`src/rtl/vram_reader_pkg.sv`:
```
// Shared types for the VRAM burst reader: bus widths, address/word types and FSM states.
package vram_reader_pkg;
   localparam int VRAM_AW = 14;
   localparam int VRAM_DW = 32;

   typedef logic [VRAM_AW-1:0] vram_addr_t;
   typedef logic [VRAM_DW-1:0] vram_word_t;

   typedef enum logic [1:0] {
      IDLE  = 2'd0,
      ISSUE = 2'd1,
      DRAIN = 2'd2
   } rdr_state_t;
endpackage

```
`src/rtl/vram_rd_fifo.sv`:
```
// Small synchronous FIFO for returned VRAM words: push, pop, occupancy count and flush.
// The head word is presented combinationally and forced to zero while empty.
module vram_rd_fifo
   import vram_reader_pkg::*;
#(
   parameter int DEPTH = 4,
   localparam int AW = (DEPTH > 1) ? $clog2(DEPTH) : 1,
   localparam int CW = AW + 1
) (
   input  logic                i_clk,
   input  logic                i_rst,
   input  logic                i_push,
   input  logic [VRAM_DW-1:0]  i_data,
   input  logic                i_pop,
   input  logic                i_flush,
   output logic [VRAM_DW-1:0]  o_data,
   output logic [CW-1:0]       o_count
);
   vram_word_t    r_mem [DEPTH];
   logic [AW-1:0] r_wr_ptr;
   logic [AW-1:0] r_rd_ptr;
   logic [CW-1:0] r_count;
   logic          w_pop;

   // Explicit wrap keeps non-power-of-two pointer widths (DEPTH=1) in range.
   function automatic logic [AW-1:0] f_inc(input logic [AW-1:0] p);
      return (p == AW'(DEPTH - 1)) ? '0 : p + AW'(1);
   endfunction

   assign w_pop = i_pop && (r_count != '0);

   always_ff @(posedge i_clk or posedge i_rst) begin
      if (i_rst) begin
         r_wr_ptr <= '0;
         r_rd_ptr <= '0;
         r_count  <= '0;
      end else if (i_flush) begin
         r_wr_ptr <= '0;
         r_rd_ptr <= '0;
         r_count  <= '0;
      end else begin
         if (i_push) r_wr_ptr <= f_inc(r_wr_ptr);
         if (w_pop)  r_rd_ptr <= f_inc(r_rd_ptr);
         case ({i_push, w_pop})
            2'b10:   r_count <= r_count + CW'(1);
            2'b01:   r_count <= r_count - CW'(1);
            default: r_count <= r_count;
         endcase
      end
   end

   always_ff @(posedge i_clk) begin
      if (i_push && !i_flush) r_mem[r_wr_ptr] <= i_data;
   end

   assign o_data  = (r_count != '0) ? r_mem[r_rd_ptr] : '0;
   assign o_count = r_count;

   a_no_overflow: assert property (@(posedge i_clk) disable iff (i_rst)
      !(i_push && !i_flush && (r_count == CW'(DEPTH))));
endmodule

```
`src/rtl/vram_line_reader.sv`:
```
// Burst reader for one VRAM read port: issues credited reads, buffers returns, streams them out.
// Optional macro VRAM_READER_STRIDE_EN adds an 8-bit address stride input sampled with start.
module vram_line_reader
   import vram_reader_pkg::*;
#(
   parameter int RD_LAT     = 1,
   parameter int FIFO_DEPTH = 4,
   parameter int CNT_W      = 7
) (
   input  logic                i_clock,
   input  logic                i_reset,
   input  logic                i_start,
   input  logic [VRAM_AW-1:0]  i_base_addr,
   input  logic [CNT_W-1:0]    i_word_cnt,
`ifdef VRAM_READER_STRIDE_EN
   input  logic [7:0]          i_stride,
`endif
   input  logic                i_abort,
   output logic                o_busy,
   output logic                o_done,
   output logic [VRAM_AW-1:0]  o_vram_addr,
   output logic                o_vram_rd,
   input  logic [VRAM_DW-1:0]  i_vram_q,
   output logic [VRAM_DW-1:0]  o_out_data,
   output logic                o_out_valid,
   input  logic                i_out_ready
);
   localparam int FAW = (FIFO_DEPTH > 1) ? $clog2(FIFO_DEPTH) : 1;
   localparam int CW  = FAW + 1;
   localparam int SW  = CW + 1;

   rdr_state_t   r_state;
   rdr_state_t   w_state_next;
   vram_addr_t   r_addr;
   vram_addr_t   r_last_addr;
   vram_addr_t   w_step;
   logic [CNT_W-1:0] r_remaining;
   logic         r_discard;
   logic         r_done;
   logic [CW-1:0] w_fifo_count;
   logic [CW-1:0] w_inflight;
   logic         w_ret_valid;
   logic         w_credit;
   logic         w_issue;
   logic         w_pop;
   logic         w_last_pop;
   logic         w_start_ok;
   logic         w_zero_start;
   logic         w_abort;

   // Read-return tracking: a shift register of issued strobes aligned with i_vram_q.
   generate
      if (RD_LAT == 0) begin : g_comb_ret
         assign w_ret_valid = o_vram_rd;
         assign w_inflight  = '0;
      end else begin : g_pipe_ret
         logic [RD_LAT-1:0] r_pipe;
         always_ff @(posedge i_clock or posedge i_reset) begin
            if (i_reset) begin
               r_pipe <= '0;
            end else begin
               r_pipe[0] <= o_vram_rd;
               for (int i = 1; i < RD_LAT; i++) r_pipe[i] <= r_pipe[i-1];
            end
         end
         assign w_ret_valid = r_pipe[RD_LAT-1];
         assign w_inflight  = CW'($countones(r_pipe));
      end
   endgenerate

`ifdef VRAM_READER_STRIDE_EN
   logic [7:0] r_stride;
   always_ff @(posedge i_clock or posedge i_reset) begin
      if (i_reset)         r_stride <= '0;
      else if (w_start_ok) r_stride <= i_stride;
   end
   assign w_step = VRAM_AW'(r_stride);
`else
   assign w_step = VRAM_AW'(1);
`endif

   assign w_abort      = i_abort && (r_state != IDLE);
   assign w_start_ok   = i_start && !i_abort && (r_state == IDLE);
   assign w_zero_start = w_start_ok && (i_word_cnt == '0);
   assign w_pop        = o_out_valid && i_out_ready;
   // Pops in the current cycle do not return credit until the count updates.
   assign w_credit     = ({1'b0, w_fifo_count} + {1'b0, w_inflight}) < SW'(FIFO_DEPTH);
   assign w_issue      = (r_state == ISSUE) && !i_abort && (r_remaining != '0) && w_credit;
   assign w_last_pop   = (r_state == DRAIN) && !r_discard && (w_inflight == '0)
                         && (w_fifo_count == CW'(1)) && w_pop;

   always_ff @(posedge i_clock or posedge i_reset) begin
      if (i_reset) r_state <= IDLE;
      else         r_state <= w_state_next;
   end

   always_comb begin
      w_state_next = r_state;
      case (r_state)
         IDLE: begin
            if (w_start_ok && (i_word_cnt != '0)) w_state_next = ISSUE;
         end
         ISSUE: begin
            if (i_abort)                                        w_state_next = DRAIN;
            else if (w_issue && (r_remaining == CNT_W'(1)))     w_state_next = DRAIN;
         end
         DRAIN: begin
            if (r_discard) begin
               if (w_inflight == '0) w_state_next = IDLE;
            end else if (!i_abort && w_last_pop) begin
               w_state_next = IDLE;
            end
         end
         default: w_state_next = IDLE;
      endcase
   end

   always_comb begin
      o_busy      = (r_state != IDLE);
      o_vram_rd   = w_issue;
      o_vram_addr = w_issue ? r_addr : r_last_addr;
      o_done      = r_done;
      o_out_valid = (w_fifo_count != '0);
   end

   always_ff @(posedge i_clock or posedge i_reset) begin
      if (i_reset) begin
         r_addr      <= '0;
         r_last_addr <= '0;
         r_remaining <= '0;
         r_discard   <= 1'b0;
         r_done      <= 1'b0;
      end else begin
         r_done <= w_zero_start || (w_last_pop && !i_abort);
         if (w_start_ok) begin
            r_addr      <= i_base_addr;
            r_remaining <= i_word_cnt;
         end else if (w_issue) begin
            r_addr      <= r_addr + w_step;
            r_last_addr <= r_addr;
            r_remaining <= r_remaining - CNT_W'(1);
         end
         // Aborted bursts keep busy until every outstanding return has been dropped.
         if (w_abort) begin
            r_discard   <= 1'b1;
            r_remaining <= '0;
         end else if (r_discard && (w_inflight == '0)) begin
            r_discard   <= 1'b0;
         end
      end
   end

   vram_rd_fifo #(.DEPTH(FIFO_DEPTH)) u_fifo (
      .i_clk   (i_clock),
      .i_rst   (i_reset),
      .i_push  (w_ret_valid && !r_discard),
      .i_data  (i_vram_q),
      .i_pop   (w_pop),
      .i_flush (w_abort),
      .o_data  (o_out_data),
      .o_count (w_fifo_count)
   );
endmodule

```
`config.mk`:
```
export PLATFORM = sky130hd
export DESIGN_NAME = vram_line_reader
export DESIGN_NICKNAME = d
export VERILOG_FILES = /design/src/rtl/vram_reader_pkg.sv /design/src/rtl/vram_rd_fifo.sv /design/src/rtl/vram_line_reader.sv
export SDC_FILE = /design/constraint.sdc
export NUM_CORES = 1
export LEC_CHECK = 0
export ABC_CLOCK_PERIOD_IN_PS = 2900
export CAP_MARGIN = 15
export CORE_ASPECT_RATIO = 0.9
export CORE_MARGIN = 5
export CORE_UTILIZATION = 54
export DETAILED_ROUTE_END_ITERATION = 8
export GPL_ROUTABILITY_DRIVEN = 0
export HOLD_SLACK_MARGIN = 0.05
export PLACE_DENSITY_LB_ADDON = 0.1
export SLEW_MARGIN = 20
export SYNTH_ARGS = -nofsm -noshare
export SYNTH_HDL_FRONTEND = slang
export SYNTH_SLANG_ARGS = --single-unit
```
`constraint.sdc`:
```
create_clock -name i_clock -period 2.9 [get_ports i_clock]
set_input_delay 0.29 -clock i_clock [delete_from_list [all_inputs] [get_ports i_clock]]
set_output_delay 0.29 -clock i_clock [all_outputs]
set_load 0.02 [all_outputs]
```
==> results.md, run 1 <==
- Run status: finished, final reports clean
- WL/cell: 18.8 microns
- Clk buf depth: 2
- Final nets: 685
- Skew-Pair Late Insertion Delay: 0.41 ns
- Die area: 16,300 sq um
- DRT Wirelength: 14.9 mm
- P&R area growth vs syn: 25.2%
- Boundary pin count: 108
- Cell count after synthesis: 500
- Gr ovfl total: 0
- Leakage Power: 3.47 nW
- Post-synthesis async set-or-reset flop share: 26.9%
- Rel. slew slack: 38.5%
- Mapped Nets: 572
- Final Slew Violations: 0
- Routed vias: 4,494
- 1st-iter DRT viols: 342
- Seq. cell area: 5020 sq um
- Mapped cell area: 7490 sq um
- Core ar.: 13,500 sq um
- Fmax achieved: 364 MHz
- Area leader, netlist: edfxtp_1
- Final Hold Fails: 0
- Clock transition at the registers of the reported paths: 0.06 ns
- Pwr Density: 951 nW/um^2
- Pre-CTS setup slack: 0.218 ns
- Final instance area: 9370 sq um
- CTS tree: built
- Initial core utilization: 55.6%
- WP data required: 2.61 ns
- Setup Buffers After CTS: 0
- CTS Sinks: 175
- Minimum clock period: 2.75 ns
- Yosys Warn Count: 0
- Die extent in x: 134 microns
- Multi-input gate area: 2330 sq um
- WS Path Type: flop to primary output
- DPL Wire Length: 9.80 mm
- First-pass GRT wire length: 25.0 mm
- Routed via count divided by cell count: 5.67
- Post-CTS resize count: 14
- CP endpoint kind: primary output
- Dominant synthesized flop cell: edfxtp_1
- Total CTS buffers: 17
- Crit-path max FO: 35
- Share of the synthesized area in the top cell type: 51.3%
- Setup TNS: 0 ns
- Ranking of synthesized cells by area: edfxtp_1, dfrtp_1, mux4_2
- Initial antenna violation count: 0
- Max VDD drop: 0.557 mV
- Final WS setup: 0.150 ns
- Worst Hold Class: input pin to asynchronous set/reset pin
- Placed Area: 8820 sq um
- Clock Skew: 0.00872 ns
- Die Height: 122 microns
- Share of cells above drive strength 1: 14.6%
- Vias in the first global route: 4,896
- Arrival @ worst endpoint: 2.46 ns
- Detailed Routing Iterations Pass 1: 5
- Startpoint types: flop
- Flops & latches, synth: 175
- Final setup viols: 0
- CTS Root Cell: clkbuf_16
- Antenna cells: 0
- Sequential area share after synthesis: 67.1%
- Post-synth EDFFs: 128
- Most common cell in the netlist: edfxtp_1
- Max-capacitance violation count: 0
- GRT Util Overall: 19.9%
- DRC: 0
- RSZ-0062 raised after global routing: false
- CTS H-tree lvls: 4
- Tcrit/Tclk final: 94.8%
- Worst Max-Slew Pin Slew: 0.923 ns
- Largest net degree at the start of global routing: 48
- Hold_buf cts: 0
- Port Buffer Count: 107
- Commonest cells in the netlist: edfxtp_1, nand2_1, dfrtp_1
- Fillers: 922
- Distinct cells, synth: 59
- Std-Cell Rows: 40
- Mapped Avg Cell Area: 15.0 sq um
- DRT antenna net count: 0
==> state kept, by name, indices dropped and copies added (netlist names), 2 cells and up <==
name,cells
r_state,2
u_fifo.r_rd_ptr,2
r_last_addr,14
u_fifo.r_mem,128
u_fifo.o_count,3
u_fifo.r_wr_ptr,2
r_addr,14
r_remaining,7
==> worst paths after layout <==
path | cells after the start | endpoint | startpoint | slack (ns)
min | 3 | r_last_addr[3]$_DFFE_PP0N_ | i_reset | 0.36
max reg2reg | 4 | u_fifo.r_mem[3][10]$_DFFE_PP_ | r_state[1]$_DFFE_PP0P_ | 0.51
min reg2reg | 2 | r_last_addr[1]$_DFFE_PP0N_ | r_last_addr[1]$_DFFE_PP0N_ | 0.47
max | 8 | o_vram_addr[5] | r_remaining[1]$_DFFE_PP0P_ | 0.15
min in group i_clock | 3 | r_addr[0]$_DFFE_PP0P_ | i_base_addr[0] | 0.44
max in group asynchronous | 3 | u_fifo.r_rd_ptr[1]$_DFFE_PP0P_ | i_reset | 2.11
==> per-layer routing <==
layer	vias up	track usage, %	wire length, microns
met4	0	6.36	166
met1	2236	26.1	6350
li1	2122	-	-
met3	12	4.91	682
met5	-	0	0
met2	124	33.1	7710
==> layout by cell type, fill, tap and decap left out, types with 3 or more instances in the layout <==
cell type and count:
mux4_2 32, or3_1 6, clkdlybuf4s50_1 92, nor3_1 6, a211oi_1 5, buf_4 5, clkbuf_16 17, o21ai_0 11
ha_1 14, a31oi_1 4, and2_1 34, nand2_1 73, o211ai_1 3, clkbuf_2 5, dlygate4sd2_1 3, mux2i_1 4
edfxtp_1 128, clkinv_2 3, clkinv_1 4, a21oi_1 4, nand2b_1 5, nand3_1 13, nor2_1 19, dfrtp_1 45
clkdlybuf4s15_1 6, bufinv_16 3, inv_1 11, nand4_1 3, and2_2 4, buf_12 5
==> cell type report <==
| type | count | share of cell area, % |
|---|---|---|
| clock buffers | 18 | 4.58 |
| multi-input cells | 290 | 24.9 |
| clock inverters | 13 | 1.55 |
| repair buffers | 117 | 12.6 |
| flip-flops and latches | 175 | 53.6 |
| inverters | 12 | 0.481 |
| well taps | 168 | 2.24 |
==> logic make-up (layout without fill, tap and decap cells) <==
| family | after synthesis | count (layout) | share of synthesized area, % |
|---|---|---|---|
| xor+xnor | 3 | 3 | 0.351 |
| compound gates | 53 | 53 | 5.25 |
| fa+ha+maj | 14 | 14 | 2.34 |
| simple gates | 181 | 181 | 12.4 |
| flops | 175 | 175 | 67.1 |
| mux | 39 | 39 | 10.7 |
| buf+inv | 35 | 160 | 1.91 |
==> power breakdown <==
part,total [mW],switching (mW),internal (mW),leakage [nW]
sequential,3.35,0.303,3.05,1.73
combinational,3.33,1.71,1.62,1.45
clock,2.22,0.885,1.34,0.280
==> worst max-delay path, cell delays in order (launching register included) <==
cell and delay (ns):
dfrtp_1 0.40, inv_1 0.11, ha_1 0.18, or3b_4 0.42, o211ai_4 0.24, buf_12 0.22, nand2_1 0.09, nand2_1 0.07
dlygate4sd2_1 0.33
==> metrics by stage <==
stage	util, %	hold slack, ns	instances	power, mW
after floorplan	-	0.362	500	5.41
after CTS	69.7	0.364	793	9.01
after global placement	65.5	0.453	762	6.77
final	69.6	0.356	793	8.91
after detailed placement	65.5	0.456	762	6.85
after global routing	69.6	0.399	793	9.44
Note: power is estimated with default switching activity, not from simulation.
==> run 2: changes to the inputs <==
ABC_CLOCK_PERIOD_IN_PS = 3100   (was 2900)
clock period = 3.1 ns   (was 2.9 ns; I/O delays follow)
==> run 2 against run 1 <==
Clock power hardly changed; core utilization up 0.90 points; critical path depth is the same; count of clock-buffer cells in the layout did not move; final area up 1.3%; worst hold slack got worse by 0.0064 ns; sequential power decreased by 4%; cell count is 0.63% higher; combinational power fell by 7.5%; sequential share of layout area is 0.66 points lower; worst setup slack got worse by 0.045 ns; first-iteration DRC count decreased by 23%; critical endpoint is now o_vram_addr[9]; largest power group unchanged.
==> results.md, run 2 (same netlist as run 1, synthesis figures left out) <==
- Core ar.: 13,500 sq um (unchanged)
- Final nets: 689 (+0.58%)
- WL/cell: 19.0 microns (+1.2%)
- DPL Wire Length: 9.99 mm (+1.9%)
- Seq. cell area: 5020 sq um (about the same)
- GRT Util Overall: 19.8% (-0.071 points)
- Antenna cells: 0 (unchanged)
- Crit-path max FO: 31 (-11%)
- Tcrit/Tclk final: 96.6%
- Skew-Pair Late Insertion Delay: 0.42 ns (about the same)
- Clock transition at the registers of the reported paths: 0.07 ns (about the same)
- Boundary pin count: 108 (unchanged)
- Hold_buf cts: 0 (unchanged)
- Port Buffer Count: 107 (unchanged)
- Final instance area: 9490 sq um (+1.3%)
- Share of cells above drive strength 1: 14.9% (+0.36 points)
- Run status: finished, final reports clean
- Leakage Power: 3.52 nW (+1.6%)
- Multi-input gate area: 2330 sq um (unchanged)
- Max VDD drop: 0.530 mV (-4.9%)
- Gr ovfl total: 0 (unchanged)
- Initial antenna violation count: 0 (unchanged)
- Total CTS buffers: 17 (unchanged)
- CTS Root Cell: clkbuf_16
- Clock Skew: 0.00560 ns (-0.00312 ns)
- R2r setup slk: 0.77 ns (+0.26 ns)
- Placed Area: 8860 sq um (+0.40%)
- CP endpoint kind: primary output
- Commonest non-fill, non-tap cells in the layout: edfxtp_1, clkdlybuf4s50_1, nand2_1
- Routed via count divided by cell count: 5.64 (-0.45%)
- Pwr Total: 8.46 mW (-5.0%)
- P&R area growth vs syn: 26.8%
- Most common cell after layout, fill and taps aside: edfxtp_1
- DRC: 0 (unchanged)
- Max-capacitance violation count: 0 (unchanged)
- Clk buf depth: 2 (unchanged)
- CTS tree: built
- DRT antenna net count: 0 (unchanged)
- Worst Reg-to-Reg Cells: 8 (+4)
- Routed vias: 4,502 (+0.18%)
- Final setup viols: 0 (unchanged)
- Final Slew Violations: 0 (unchanged)
- Worst r2r src: r_remaining[0]$_DFFE_PP0P_
- Minimum clock period: 3.00 ns
- CTS Sinks: 175 (unchanged)
- Largest Register: u_fifo.r_mem
- Largest net degree at the start of global routing: 48 (unchanged)
- Worst r2r dst: r_remaining[4]$_DFFE_PP0P_
- Pwr Density: 892 nW/um^2 (-6.2%)
- Die extent in x: 134 microns (unchanged)
- CTS H-tree lvls: 4 (unchanged)
- Arrival @ worst endpoint: 2.69 ns (+0.23 ns)
- Worst Max-Slew Pin Slew: 0.885 ns (-0.0386 ns)
- Startpoint types: flop
- Fillers: 908 (-1.5%)
- Worst Hold Class: input pin to asynchronous set/reset pin
- DRT Wirelength: 15.2 mm (+1.9%)
- Final Hold Fails: 0 (unchanged)
- Fmax achieved: 334 MHz
- Max FFs per register: 128 (unchanged)
- Regs by FF count: u_fifo.r_mem: 128 flops, r_addr: 14 flops, r_last_addr: 14 flops
- Die area: 16,300 sq um (unchanged)
- 1st-iter DRT viols: 262 (-23%)
- Std-Cell Rows: 40 (unchanged)
- Die Height: 122 microns (unchanged)
- WP data required: 2.79 ns (+0.18 ns)
- Initial core utilization: 55.6% (unchanged)
- Rel. slew slack: 40.4% (+2.0 points)
- First-pass GRT wire length: 24.8 mm (-0.58%)
- Vias in the first global route: 4,802 (-1.9%)
- WS Path Type: flop to primary output
- Detailed Routing Iterations Pass 1: 5 (unchanged)
==> run 2: worst max-delay path: stages, from the launching register on <==
cell	delay [ns]
dfrtp_1	0.41
inv_1	0.11
ha_1	0.14
or3b_4	0.40
o211ai_4	0.23
buf_12	0.21
nand2_1	0.09
nand2_1	0.07
clkdlybuf4s50_1	0.60
==> run 2: final cells by class <==
class	count	share of cell area (%)
sequential	175	52.9
multi-input combinational	290	24.6
timing repair buffer	121	13.3
clock buffer	18	4.52
tap	168	2.21
clock inverter	14	1.91
inverter	12	0.475
==> run 2: where the power goes <==
part	total [mW]	switching [mW]	internal, mW
logic	3.08	1.55	1.53
registers	3.20	0.345	2.85
clock network	2.19	0.901	1.29
==> run 2: metal layers <==
metal	GRT usage, %	vias up	part of all wire, %
li1	-	2132	-
met1	26.7	2220	44
met2	31.6	131	49
met3	5.37	19	5.2
met4	6.81	0	1.5
met5	0	-	0
==> run 2: worst max-delay path by stage <==
stage / start / cells after the start / slack (ns) / endpoint
finish: r_remaining[0]$_DFFE_PP0P_ / 8 / 0.10 / o_vram_addr[9]
CTS: r_remaining[0]$_DFFE_PP0P_ / 8 / 0.00008 / o_vram_addr[9]
detailed placement: r_remaining[0]$_DFFE_PP0P_ / 8 / 0.29 / o_vram_addr[8]
global route: r_remaining[0]$_DFFE_PP0P_ / 8 / -0.00004 / o_vram_addr[10]
global placement: r_remaining[0]$_DFFE_PP0P_ / 8 / 0.38 / o_vram_addr[13]
floorplan: r_state[1]$_DFFE_PP0P_ / 5 / 0.58 / u_fifo.r_mem[0][0]$_DFFE_PP_
==> run 2: repair_timing <==
| item | in CTS | in global routing |
|---|---|---|
| hold endpoints to repair | 0 | 0 |
| resized for setup | 8 | 4 |
| setup endpoints to repair | 14 | 17 |
| buffers inserted | 0 | 1 |
| pin swaps | 0 | 1 |
==> run 2: metrics by stage <==
step / hold slack, ns / instances / worst slack [ns] / utilization, % / setup TNS (ns)
after detailed placement: 0.464 / 765 / 0.294 / 65.8 / 0
after CTS: 0.358 / 797 / 0.0000784 / 70.4 / 0
after floorplan: 0.382 / 500 / 0.576 / - / 0
after global routing: 0.413 / 798 / -0.0000413 / 70.5 / -0.0000413
final: 0.349 / 798 / 0.105 / 70.5 / 0
after global placement: 0.452 / 765 / 0.383 / 65.8 / 0
==> run 3: changes to the inputs <==
ABC_CLOCK_PERIOD_IN_PS = 3480   (was 3100)
CELL_PAD_IN_SITES_DETAIL_PLACEMENT = 1   (was not set)
CELL_PAD_IN_SITES_GLOBAL_PLACEMENT = 2   (was not set)
CORE_UTILIZATION = 41   (was 54)
clock period = 3.48 ns   (was 3.1 ns; I/O delays follow)
==> run 3 against run 2 <==
Via count up 1.1%; worst setup slack better by 0.13 ns; global-route usage down 3.5 points; clock skew up 0.0061 ns; highest routed layer unchanged; sequential share of layout area up 0.093 points; critical path depth unchanged; non-clock buffer count down 2.
==> results.md, run 3 (same netlist as run 1, synthesis figures left out) <==
- WS Path Type: flop to primary output
- Clock network fraction of total power: 25.0% (-0.9 points)
- Placed Area: 8890 sq um (+0.37%)
- Max FFs per register: 128 (unchanged)
- Clock transition at the registers of the reported paths: 0.07 ns (about the same)
- CP endpoint kind: primary output
- Final setup viols: 0 (unchanged)
- Minimum clock period: 3.25 ns
- Pint: 4.91 mW (-13%)
- Final Hold Fails: 0 (unchanged)
- Antenna cells: 0 (unchanged)
- Clock Skew: 0.0117 ns (+0.00610 ns)
- CTS Root Cell: clkbuf_16
- Run status: finished, final reports clean
- Startpoint types: flop
- Die area: 21,100 sq um (+29%)
- Gr ovfl total: 0 (unchanged)
- Pwr Density: 789 nW/um^2 (-12%)
- Worst path cell trace: inv_1 > ha_1 > or3b_4 > o211ai_4 > buf_4 > nand2_1 > o21ai_0 > clkdlybuf4s50_1
- Crit-path max FO: 35 (+13%)
- Sequential Power Share: 38.6% (+0.8 points)
- Switching power: 2.56 mW (-8.4%)
- DRT antenna net count: 0 (unchanged)
- Global-route met3 utilization: 4.21% (-1.2 points)
- Sw Ratio: 34.3% (+1.3 points)
- Port Buffer Count: 107 (unchanged)
- Fmax achieved: 308 MHz
- Commonest non-fill, non-tap cells in the layout: edfxtp_1, clkdlybuf4s50_1, nand2_1
- Pwr Total: 7.47 mW (-12%)
- CTS H-tree lvls: 4 (unchanged)
- Routed vias: 4,551 (+1.1%)
- CTS Sinks: 175 (unchanged)
- Hold_buf cts: 0 (unchanged)
- Die extent in x: 152 microns (+14%)
- DRT Wirelength: 16.8 mm (+11%)
- Worst r2r dst: u_fifo.r_mem[3][27]$_DFFE_PP_
- CTS tree: built
- Slowest stage cell on the critical path: clkdlybuf4s50_1
- Final instance area: 9470 sq um (-0.22%)
- Boundary pin count: 108 (unchanged)
- Global route hottest layer: met2
- Gate power share: 36.4% (about the same)
- Setup TNS: 0 ns (unchanged)
- Max-capacitance violation count: 0 (unchanged)
- Largest net degree at the start of global routing: 48 (unchanged)
- Crit path capture: o_vram_addr[12]
- Vias in the first global route: 4,949 (+3.1%)
- RSZ-0062 raised after global routing: false
- Setup Buffers After CTS: 0 (unchanged)
- DPL Wire Length: 11.2 mm (+12%)
- Most common cell after layout, fill and taps aside: edfxtp_1
- Worst Hold Class: input pin to asynchronous set/reset pin
- Skew-Pair Late Insertion Delay: 0.42 ns (about the same)
- WL/cell: 19.4 microns (+1.9%)
- Regs by FF count: u_fifo.r_mem: 128 flops, r_addr: 14 flops, r_last_addr: 14 flops
- Detailed Routing Iterations Pass 1: 5 (unchanged)
- Slowest stage delay, CP: 0.63 ns (+0.03 ns)
- Routed via count divided by cell count: 5.24 (-7.1%)
- Std-Cell Rows: 46 (+15%)
- Max VDD drop: 0.425 mV (-20%)
- Die Height: 138 microns (+14%)
- Initial antenna violation count: 0 (unchanged)
- Leakage Power: 3.42 nW (-2.9%)
- P&R area growth vs syn: 26.5%
- Crit path launch: r_remaining[0]$_DFFE_PP0P_
- Largest Register: u_fifo.r_mem
- Pre-CTS setup slack: 0.607 ns (+0.313 ns)
- DRC: 0 (unchanged)
- R2r setup slk: 1.14 ns (+0.37 ns)
- Clk buf depth: 2 (unchanged)
- Worst Max-Slew Pin Slew: 0.882 ns (-0.00209 ns)
- GRT Util Overall: 16.3% (-3.5 points)
- Worst r2r src: r_state[0]$_DFFE_PP0P_
- First-pass GRT wire length: 27.2 mm (+9.6%)
- Final WS setup: 0.234 ns (+0.130 ns)
- Total CTS buffers: 17 (unchanged)
- Tcrit/Tclk final: 93.3%
- Share of cells above drive strength 1: 14.8% (-0.11 points)
- WP data required: 3.13 ns (+0.34 ns)
- Arrival @ worst endpoint: 2.90 ns (+0.21 ns)
- Post-CTS resize count: 0 (-8)
- Rel. slew slack: 41.2% (+0.76 points)
- Worst Reg-to-Reg Cells: 6 (-2)
- Final Slew Violations: 0 (unchanged)
- Core ar.: 17,800 sq um (+32%)
- 1st-iter DRT viols: 196 (-25%)
- GRT met2 Usage: 26.4% (-5.2 points)
- Initial core utilization: 42.1% (-14 points)
- Final nets: 687 (-0.29%)
- Met1 Use GR: 22.3% (-4.4 points)
run 3: cell types whose count changed in the layout (fill, tap and decap cells not counted), sizes merged:
cell,delta
clkinvlp,+2
clkinv,-2
bufinv,-2
dlygate4sd2,-5
buf,-2
inv,+2
dlymetal6s2s,-3
clkdlybuf4s50,+8
run 3: worst min path at each step:
| stage | start | to | depth (start not counted) |
|---|---|---|---|
| after floorplan | i_abort | r_state[0]$_DFFE_PP0P_ | 1 |
| after global placement | r_last_addr[9]$_DFFE_PP0N_ | r_last_addr[9]$_DFFE_PP0N_ | 2 |
| final | i_reset | o_done$_DFF_PP0_ | 2 |
| after detailed placement | r_last_addr[9]$_DFFE_PP0N_ | r_last_addr[9]$_DFFE_PP0N_ | 2 |
| after CTS | r_last_addr[13]$_DFFE_PP0N_ | r_last_addr[13]$_DFFE_PP0N_ | 2 |
| after global routing | i_reset | o_done$_DFF_PP0_ | 2 |
run 3: stage by stage:
stage	utilization, %	hold slack [ns]	instances
CTS	53.2	0.481	868
finish	53.2	0.397	868
detailed placement	50.0	0.463	836
floorplan	-	0.420	500
global route	53.2	0.464	868
global placement	50.0	0.454	836
run 3: power by group through the flow:
stage	sequential, mW	combinational [mW]	clock, mW
finish	2.88	2.72	1.87
detailed placement	2.93	2.76	0
floorplan	2.74	1.77	0
CTS	2.89	2.77	1.91
global route	2.94	2.97	2.02
global placement	2.93	2.70	0
run 3: metal layers:
metal / wire length, microns / vias to the layer above / share of wire, %
li1: - / 2120 / -
met1: 7890 / 2343 / 47
met2: 8210 / 79 / 49
met3: 588 / 9 / 3.5
met4: 123 / 0 / 0.73
met5: 0 / - / 0
run 3: final cells by class:
class	instances	area, sq um
Fill cell	1703	8320
Sequential cell	175	5020
Multi-Input combinational cell	290	2330
Timing Repair Buffer	119	1190
Clock buffer	18	429
Tap cell	240	300
Clock inverter	14	150
Inverter	12	46.3
run 3: critical path: cells and delay by family, from the launching register on:
kind	cells	cell delay, ns
buffers and inverters	3	1.11
AND/OR/NAND/NOR	2	0.52
flip-flops	1	0.40
AO/OA/AOI/OAI	2	0.29
adder cells (fa/ha/maj)	1	0.14
